$ cat src/rtl/iic_reg16_master.sv
// Byte-level I2C master: one register transaction per trigger (8-bit device id, 16-bit register address, one data byte).
// Optional build macro IIC_CLK_STRETCH_EN: when defined, the master waits on scl_in at q2 so a slave can stretch the clock.
module iic_reg16_master #(
    parameter int CLK_FREQ = 50_000_000,
    parameter int SCL_FREQ = 400_000
) (
    input  logic        clk,
    input  logic        rst,
    input  logic [7:0]  device_id,
    input  logic        iic_trig,
    input  logic        w_r,
    input  logic [15:0] addr,
    input  logic [7:0]  data_in,
    output logic        busy,
    output logic [7:0]  data_out,
    output logic        byte_over,
    output logic        ack_err,
    output logic        scl_oe,
    input  logic        scl_in,
    output logic        sda_oe,
    input  logic        sda_in
);

    localparam int QDIV_CALC = CLK_FREQ / (4 * SCL_FREQ);
    localparam int QDIV      = (QDIV_CALC < 2) ? 2 : QDIV_CALC;
    localparam int QW        = $clog2(QDIV);
    localparam logic [QW-1:0] QLAST = QW'(QDIV - 1);

    typedef enum logic [3:0] {
        S_IDLE    = 4'd0,
        S_START   = 4'd1,
        S_DEV_W   = 4'd2,
        S_ADDR_H  = 4'd3,
        S_ADDR_L  = 4'd4,
        S_WR_DATA = 4'd5,
        S_RSTART  = 4'd6,
        S_DEV_R   = 4'd7,
        S_RD_DATA = 4'd8,
        S_STOP    = 4'd9
    } state_t;

    state_t          r_state;
    state_t          w_state_nx;
    logic [QW-1:0]   r_qcnt;
    logic [1:0]      r_quarter;
    logic [2:0]      r_bit;
    logic            r_ack_ph;
    logic            r_ack_bit;
    logic [7:0]      r_shift;
    logic [6:0]      r_dev;
    logic            r_wr;
    logic [15:0]     r_addr;
    logic [7:0]      r_wdata;

    logic            w_accept;
    logic            w_qend;
    logic            w_hold;
    logic            w_qtick;
    logic            w_bit_end;
    logic            w_sample;
    logic            w_is_byte;
    logic            w_byte_end;
    logic            w_scl_oe;
    logic            w_sda_oe;
    logic [1:0]      w_unused_bits;

    function automatic logic is_byte_state(input state_t st);
        case (st)
            S_DEV_W, S_ADDR_H, S_ADDR_L, S_WR_DATA, S_DEV_R, S_RD_DATA: is_byte_state = 1'b1;
            default:                                                   is_byte_state = 1'b0;
        endcase
    endfunction

    // Byte the master shifts out in a given state; 0xFF keeps SDA released while reading.
    function automatic logic [7:0] tx_byte(input state_t st, input logic [6:0] dev,
                                           input logic [15:0] a, input logic [7:0] d);
        case (st)
            S_DEV_W:   tx_byte = {dev, 1'b0};
            S_ADDR_H:  tx_byte = a[15:8];
            S_ADDR_L:  tx_byte = a[7:0];
            S_WR_DATA: tx_byte = d;
            S_DEV_R:   tx_byte = {dev, 1'b1};
            default:   tx_byte = 8'hFF;
        endcase
    endfunction

    assign w_unused_bits = {device_id[0], scl_in};

    assign w_accept = (r_state == S_IDLE) && !busy && iic_trig;
    assign w_qend   = (r_qcnt == QLAST);
`ifdef IIC_CLK_STRETCH_EN
    assign w_hold   = (r_quarter == 2'd2) && w_qend && !scl_in;
`else
    assign w_hold   = 1'b0;
`endif
    assign w_qtick    = w_qend && !w_hold && (r_state != S_IDLE);
    assign w_bit_end  = w_qtick && (r_quarter == 2'd3);
    assign w_sample   = w_qtick && (r_quarter == 2'd2);
    assign w_is_byte  = is_byte_state(r_state);
    assign w_byte_end = w_bit_end && w_is_byte && r_ack_ph;

    // State register
    always_ff @(posedge clk) begin
        if (rst) begin
            r_state <= S_IDLE;
        end else begin
            r_state <= w_state_nx;
        end
    end

    // Next-state and bus-line decode per state and quarter
    always_comb begin
        w_state_nx = r_state;
        w_scl_oe   = 1'b0;
        w_sda_oe   = 1'b0;
        case (r_state)
            S_IDLE: begin
                if (w_accept) begin
                    w_state_nx = S_START;
                end else begin
                    w_state_nx = S_IDLE;
                end
            end
            S_START: begin
                w_scl_oe = (r_quarter == 2'd3);
                w_sda_oe = (r_quarter != 2'd0);
                if (w_bit_end) begin
                    w_state_nx = S_DEV_W;
                end else begin
                    w_state_nx = r_state;
                end
            end
            S_DEV_W, S_ADDR_H, S_ADDR_L, S_WR_DATA, S_DEV_R, S_RD_DATA: begin
                w_scl_oe = (r_quarter[1] == 1'b0);
                if (r_ack_ph || (r_state == S_RD_DATA)) begin
                    w_sda_oe = 1'b0;
                end else begin
                    w_sda_oe = ~r_shift[7];
                end
                if (!w_byte_end) begin
                    w_state_nx = r_state;
                end else if (r_ack_bit && (r_state != S_RD_DATA)) begin
                    w_state_nx = S_STOP;
                end else begin
                    case (r_state)
                        S_DEV_W:  w_state_nx = S_ADDR_H;
                        S_ADDR_H: w_state_nx = S_ADDR_L;
                        S_ADDR_L: w_state_nx = r_wr ? S_WR_DATA : S_RSTART;
                        S_DEV_R:  w_state_nx = S_RD_DATA;
                        default:  w_state_nx = S_STOP;
                    endcase
                end
            end
            S_RSTART: begin
                // Release SDA while SCL is low, raise SCL, then pull SDA low with SCL high
                w_scl_oe = (r_quarter == 2'd0) || (r_quarter == 2'd3);
                w_sda_oe = r_quarter[1];
                if (w_bit_end) begin
                    w_state_nx = S_DEV_R;
                end else begin
                    w_state_nx = r_state;
                end
            end
            S_STOP: begin
                w_scl_oe = (r_quarter == 2'd0);
                w_sda_oe = (r_quarter[1] == 1'b0);
                if (w_bit_end) begin
                    w_state_nx = S_IDLE;
                end else begin
                    w_state_nx = r_state;
                end
            end
            default: begin
                w_state_nx = S_IDLE;
            end
        endcase
    end

    // Quarter timing, shift/bit counters, latched request and registered outputs
    always_ff @(posedge clk) begin
        if (rst) begin
            r_qcnt    <= '0;
            r_quarter <= 2'd0;
            r_bit     <= 3'd0;
            r_ack_ph  <= 1'b0;
            r_ack_bit <= 1'b0;
            r_shift   <= 8'h00;
            r_dev     <= 7'h00;
            r_wr      <= 1'b0;
            r_addr    <= 16'h0000;
            r_wdata   <= 8'h00;
            busy      <= 1'b0;
            byte_over <= 1'b0;
            data_out  <= 8'h00;
            ack_err   <= 1'b0;
            scl_oe    <= 1'b0;
            sda_oe    <= 1'b0;
        end else begin
            byte_over <= 1'b0;
            scl_oe    <= w_scl_oe;
            sda_oe    <= w_sda_oe;
            if (w_accept) begin
                r_dev     <= device_id[7:1];
                r_wr      <= w_r;
                r_addr    <= addr;
                r_wdata   <= data_in;
                busy      <= 1'b1;
                ack_err   <= 1'b0;
                r_qcnt    <= '0;
                r_quarter <= 2'd0;
                r_bit     <= 3'd0;
                r_ack_ph  <= 1'b0;
                r_ack_bit <= 1'b0;
            end else begin
                if (r_state == S_IDLE) begin
                    r_qcnt <= '0;
                end else if (!w_hold) begin
                    r_qcnt <= w_qend ? '0 : (r_qcnt + QW'(1));
                end
                if (w_qtick) begin
                    r_quarter <= r_quarter + 2'd1;
                end
                if (w_sample) begin
                    if (r_ack_ph) begin
                        r_ack_bit <= sda_in;
                    end else if (r_state == S_RD_DATA) begin
                        r_shift <= {r_shift[6:0], sda_in};
                    end
                end
                if (w_bit_end && w_is_byte && !r_ack_ph) begin
                    if (r_state != S_RD_DATA) begin
                        r_shift <= {r_shift[6:0], 1'b1};
                    end
                    if (r_bit == 3'd7) begin
                        r_ack_ph <= 1'b1;
                        r_bit    <= 3'd0;
                    end else begin
                        r_bit <= r_bit + 3'd1;
                    end
                end
                if (w_byte_end) begin
                    r_ack_ph <= 1'b0;
                    if (r_state == S_RD_DATA) begin
                        data_out  <= r_shift;
                        byte_over <= 1'b1;
                    end else if (r_ack_bit) begin
                        ack_err <= 1'b1;
                    end else if (r_state == S_WR_DATA) begin
                        byte_over <= 1'b1;
                    end
                end
                if (w_bit_end && (w_state_nx != r_state) && is_byte_state(w_state_nx)) begin
                    r_shift <= tx_byte(w_state_nx, r_dev, r_addr, r_wdata);
                end
                if ((r_state == S_STOP) && w_bit_end) begin
                    busy <= 1'b0;
                end
            end
        end
    end

endmodule

$ cat config.mk
export PLATFORM = sky130hd
export DESIGN_NAME = iic_reg16_master
export DESIGN_NICKNAME = d
export VERILOG_FILES = /design/src/rtl/iic_reg16_master.sv
export SDC_FILE = /design/constraint.sdc
export NUM_CORES = 1
export LEC_CHECK = 0
export ABC_AREA = 1
export BUFFER_PORTS_ARGS = -buffer_cell sky130_fd_sc_hd__buf_2
export CAP_MARGIN = 5
export CORE_MARGIN = 5
export CORE_UTILIZATION = 51
export CTS_CLUSTER_DIAMETER = 40
export DETAILED_ROUTE_END_ITERATION = 10
export PLACE_DENSITY = 0.75
export SETUP_SLACK_MARGIN = 0.05
export SKIP_CTS_REPAIR_TIMING = 1
export SLEW_MARGIN = 20
export SYNTH_ARGS = -nofsm -noshare
export SYNTH_HDL_FRONTEND = slang
export SYNTH_SLANG_ARGS = --single-unit
$ cat constraint.sdc
create_clock -name clk -period 2.25 [get_ports clk]
set_clock_uncertainty 0.1 [all_clocks]
set_input_delay 0 -clock clk [delete_from_list [all_inputs] [get_ports clk]]
set_output_delay 0 -clock clk [all_outputs]
set_load 0.02 [all_outputs]
# Word-level counts from Yosys, hierarchy flattened
# Index checks and enable logic that the tools add are counted.
[op_classes]
mul = 0
n_eq_ne = 21
muxes = 29
n_bitwise = 5
addsub = 3
n_shift = 0
div_mod_pow = 0
magnitude_cmp = 0
reduce_logical = 31
[op_table]
columns = ["cell", "count"]
rows = [
  ["2-to-1 mux 8 bit", 6],
  ["case mux 8 bit (5 select lines)", 1],
  ["== test 4 x 3 -> 1 bit (second input constant)", 7],
  ["2-to-1 mux 4 bit", 5],
  ["case mux 4 bit (5 select lines)", 1],
  ["== test 4 x 2 -> 1 bit (second input constant)", 4],
  ["case mux 4 bit (4 select lines)", 1],
  ["== test 4 bit (second input constant)", 3],
  ["logical AND 1 bit", 12],
  ["OR reduction 6 bit", 2],
  ["2-to-1 mux 1 bit", 11],
  ["case mux 1 bit (4 select lines)", 2],
  ["AND reduction 3 bit", 2],
  ["OR reduction 3 bit", 2],
  ["adder 5 x 1 -> 5 bit (second input constant)", 1],
  ["== test 5 bit (second input constant)", 1],
  ["NOT 1 bit", 5],
  ["== test 2 bit (second input constant)", 2],
  ["== test 4 x 1 -> 1 bit (second input constant)", 1],
  ["zero test 4 bit", 1],
  ["inequality test 4 bit", 1],
  ["inequality test 4 bit (second input constant)", 1],
  ["AND reduction 2 bit", 2],
  ["nonzero test 2 bit", 2],
  ["11 further kinds", 13],
]
[word_totals]
ramBits = 0
regBits = 69
mem_count = 0
latch_bits = 0
romBits = 0
in_bits = 38

# Logic depth before layout (Yosys ltp)
[logic_depth]
depth_word = 14
mapped_depth = 19
mapped_depth_nobuf = 18

# Worst setup path before layout
# OpenSTA, ideal clock, no wires.
[synth_path]
path_kind = "register to register"
startpoint = "register r_qcnt[0]"
endpoint = "register r_shift[1]"
t_arrival_ns = 1.971
stages_incl_launch_ff = 16
synth_period_minus_slack_ns = 2.198
slack_ns = 0.052
cell_sequence = "dfxtp_1 > inv_1 > ha_1 > nand2_1 > nor2_2 > nand3_4 > o21ai_2 > nand2_2 > a21oi_1 > nand3_1 > nand2_2 > nor2_2 > nor2_4 > nand3_1 > nand2_1 > nor2_1"
[synth_via]
elab_chain_cells = 14
[synth_rtl]
columns = ["item", "line", "source"]
rows = [
  ["from (decl)", "44", "logic [QW-1:0] r_qcnt;"],
  ["from (signal assigned)", "218", "r_qcnt <= w_qend ? '0 : (r_qcnt + QW'(1));"],
  ["== test 5 bit *", "90", "assign w_qend = (r_qcnt == QLAST);"],
  ["logical AND 1 bit *", "96", "assign w_qtick = w_qend && !w_hold && (r_state != S_IDLE);"],
  ["logical AND 1 bit", "97", "assign w_bit_end = w_qtick && (r_quarter == 2'd3);"],
  ["logical AND 1 bit", "100, 230", ""],
  ["logical AND 1 bit", "100", "assign w_byte_end = w_bit_end && w_is_byte && r_ack_ph;"],
  ["2-to-1 mux 4 bit", "140", "if (!w_byte_end) begin"],
  ["case mux 4 bit (5 select lines)", "116", "case (r_state)"],
  ["== test 4 x 3 -> 1 bit, or another cell as far along", "68, 77", ""],
  ["OR reduction 6 bit", "68", "case (st)"],
  ["2-to-1 mux 1 bit", "68", ""],
  ["2-to-1 mux 1 bit", "202", "if (w_accept) begin"],
  ["2-to-1 mux 1 bit", "181", "if (rst) begin"],
  ["logical AND 1 bit", "252", "if (w_bit_end && (w_state_nx != r_state) && is_byte_state(w_state_nx)) begin"],
  ["2-to-1 mux 8 bit *", "252", ""],
  ["to (signal assigned)", "227", "r_shift <= {r_shift[6:0], sda_in};"],
  ["to (signal assigned)", "232", "r_shift <= {r_shift[6:0], 1'b1};"],
  ["to (signal assigned)", "253", "r_shift <= tx_byte(w_state_nx, r_dev, r_addr, r_wdata);"],
  ["to (decl)", "49", "logic [7:0] r_shift;"],
]
# Every way passes the cells marked *; elsewhere a longest branch is shown, timed or not. The select of a mux whose other input is x is not followed.
# A chain may end at the register's enable or synchronous reset.

# Worst setup path after layout
# Ends and elaborated chain as after synthesis.

==> results.py <==
metrics = {
    "floorplanning": {
        "initial_core_util": 0.5324,
        "num_rows": 29,
        "dieArea_sq_um": 8443,
        "fp.dieW_um": 91.89,
        "num_io_pins": 51,
        "die_y_um": 91.89,
        "coreArea_sq_um": 6422,
    },
    "sta": {
        "worst_pin_slew_ns": 0.7301,
        "setup_ws_ns": -0.2073,
        "min_period_ns": 2.457,
        "relSlewSlack": 0.5127,
        "period_share": 1.092,
        "whs_ns": -0.01033,
        "hold_viol_final": 1,
        "clock.fmax_mhz": 407.0,
        "maxSlewViolCount": 0,
        "finalSetupViolCount": 8,
        "rsz0062_at_grt": "yes",
    },
    "power": {
        "pwr_density_cell_nw_per_um2": 533.9,
        "power.leakage_nw": 2.135,
        "p_total_mw": 2.536,
        "ir_worst_vdd_mv": 0.3461,
    },
    "final_layout": {
        "multi_input_comb_area_sq_um": 2022,
        "nets": 657,
        "finalInstanceArea_sq_um": 4750,
        "drive_above_1_share": 0.2841,
        "regArea_sq_um": 1391,
        "fin_cells": 693,
        "insertedDiodeCount": 0,
        "area_delta_synth_final_pct": 38.90,
        "fill_cells": 496,
    },
    "outcome": {
        "violations": "hold timing, setup timing",
        "status": "finished with violations",
    },
    "grt": {
        "grt_max_degree": 34,
        "grt.overflow.total": 0,
        "use_met1": 0.2644,
        "grt_usage": 0.2101,
        "grt_pass1_wl_um": 14550,
        "grt_antenna_before_repair": 0,
        "gr-usage-met2": 0.3510,
        "gr-max-usage-layer": "met2",
        "gr-usage-met3": 0.03928,
        "first_global_vias": 3341,
    },
    "route": {
        "totalWireLength_um": 9041,
        "drt_iter0_drc": 169,
        "drt_first_pass_iters": 5,
        "num_vias": 3598,
        "ant_nets": 0,
        "route.detailed.drc": 0,
        "vias_per_cell": 5.192,
        "wl_per_cell_um": 13.05,
    },
    "place": {
        "placed_area_sq_um": 4053,
        "dpl.cell_count": 644,
        "place_hpwl_um": 6248,
        "dp_slack_ns": -0.2304,
        "gp_congestion": 0.9663,
        "io_buffers": 48,
    },
    "min_path": {
        "min_path_type": "in2reg",
        "whs_path_depth": 2,
    },
    "synth": {
        "ys_ff_latch": 69,
        "syn-num-nets": 534,
        "yosys_warnings": 0,
        "ys_types": 33,
        "synthTopCellsByArea": "dfxtp_1, nor2_1, nand2_1",
        "yosysSeqAreaShare": 0.4040,
        "syn_area_sq_um": 3420,
        "synthCells": 489,
        "yosysTopAreaCell": "dfxtp_1",
        "netlist.area_leader.share": 0.4040,
        "syn_area_per_cell_sq_um": 6.993,
    },
    "cts": {
        "path_clk_slew_ns": 0.07,
        "cts_tree": "yes",
        "cts_buffers": 9,
        "clock-sinks": 69,
        "insertion_delay_ns": 0.35,
        "cts_max_level": 3,
        "clockRootBuffer": "clkbuf_8",
        "cts_buffer_depth": 2,
    },
    "worst_setup_path": {
        "crit_required_ns": 2.38,
        "worstPathMaxFanout": 8,
        "end_kind": "register",
        "r2r_cells": 18,
        "cp-start-kind": "register",
        "cp.arrival_ns": 2.58,
        "path_class": "reg2reg",
    },
    "flow_run": {
        "max_cap_viol_count": 0,
    },
}
## cell usage in the layout, fill, tap and decap left out, types with 7 or more instances in the layout
master | synthesis | routed
inv_2 | 7 | 7
nand3_1 | 45 | 38
nand4_1 | 11 | 11
nand2_1 | 94 | 86
nand3_2 | 4 | 9
o21ai_0 | 38 | 37
clkbuf_8 | 0 | 11
buf_2 | 4 | 48
nand2_2 | 6 | 11
buf_4 | 0 | 46
dfxtp_1 | 69 | 63
nor2_4 | 3 | 9
nor2_1 | 108 | 107
a21oi_1 | 17 | 15
inv_1 | 23 | 22
dlygate4sd3_1 | 0 | 33
mux2i_1 | 7 | 7
## flip-flops by register name (all words and copies together) (netlist names), 2 cells and up
signal     cells
r_dev          7
r_bit          3
r_wdata        8
r_quarter      2
r_addr        16
r_shift        8
r_qcnt         5
data_out       8
r_state        4
## through the flow
step	util	setup TNS [ns]
final	0.7395	-1.431
after CTS	0.6583	-1.765
after detailed placement	0.6310	-1.630
after global routing	0.7395	-2.962
after global placement	0.6310	-0.9992
after floorplan	-	0
## where the power goes
group / internal, mW / switching (mW)
Sequential: 1.28 / 0.0379
Clock: 0.450 / 0.461
Combinational: 0.144 / 0.163
Total: 1.87 / 0.662
## area by class of cell
type                    instances  area share
clock inverters                 4    0.005005
multi-input cells             373      0.4257
clock buffers                  11     0.03188
repair buffers                129      0.1994
inverters                      30     0.02476
well taps                      77     0.02028
flip-flops and latches         69      0.2929
## critical path, cell delays in order, from the launching register on
cell and delay (ns):
dfxtp_2 0.32, inv_2 0.06, ha_4 0.12, nand2_2 0.06, nor2_4 0.16, nand3_4 0.15
o21ai_4 0.20, nand2_2 0.10, buf_6 0.13, nand2_4 0.06, nand2_4 0.07, nand2_2 0.09
nand2_2 0.06, nand2_2 0.08, nand2_2 0.07, nor2_4 0.25, nand3_2 0.12, nand2_1 0.08
nor2_1 0.04
## final timing paths
kind          startpoint     endpoint  slack, ns
max reg2reg    r_qcnt[0]   r_shift[1]      -0.21
min reg2reg  data_out[7]  data_out[7]       0.36
min                  rst   r_state[2]      -0.01
max            r_qcnt[0]   r_shift[1]      -0.21
## synth_stat cells (all sizes together)
cell     number
nand4        11
o21ai        42
nor2        121
o22ai         2
clkbuf       12
dfxtp        69
a221oi        2
o211ai        1
xor2          2
nor3          4
ha            7
xnor2         1
o21a          1
mux2i         7
o2bb2ai       1
nand2       101
inv          30
buf           5
a211oi        1
o211a         1
a21oi        18
nand3        50
## kinds of logic (layout without fill, tap and decap cells)
kind of cell / after synthesis / count (layout) / synth area share
simple gates: 287 / 287 / 0.3729
compound gates: 69 / 69 / 0.1164
flops: 69 / 69 / 0.4040
buf+inv: 47 / 174 / 0.05305
fa+ha+maj: 7 / 7 / 0.02561
mux: 7 / 7 / 0.02049
xor+xnor: 3 / 3 / 0.007685
## metal layers
| layer | up-vias | share of wire |
|---|---|---|
| met4 | 0 | 0.020 |
| met5 | - | 0 |
| met2 | 88 | 0.49 |
| met3 | 21 | 0.045 |
| li1 | 1849 | - |
| met1 | 1640 | 0.45 |
No activity file was read; power rests on OpenSTA's default activity.
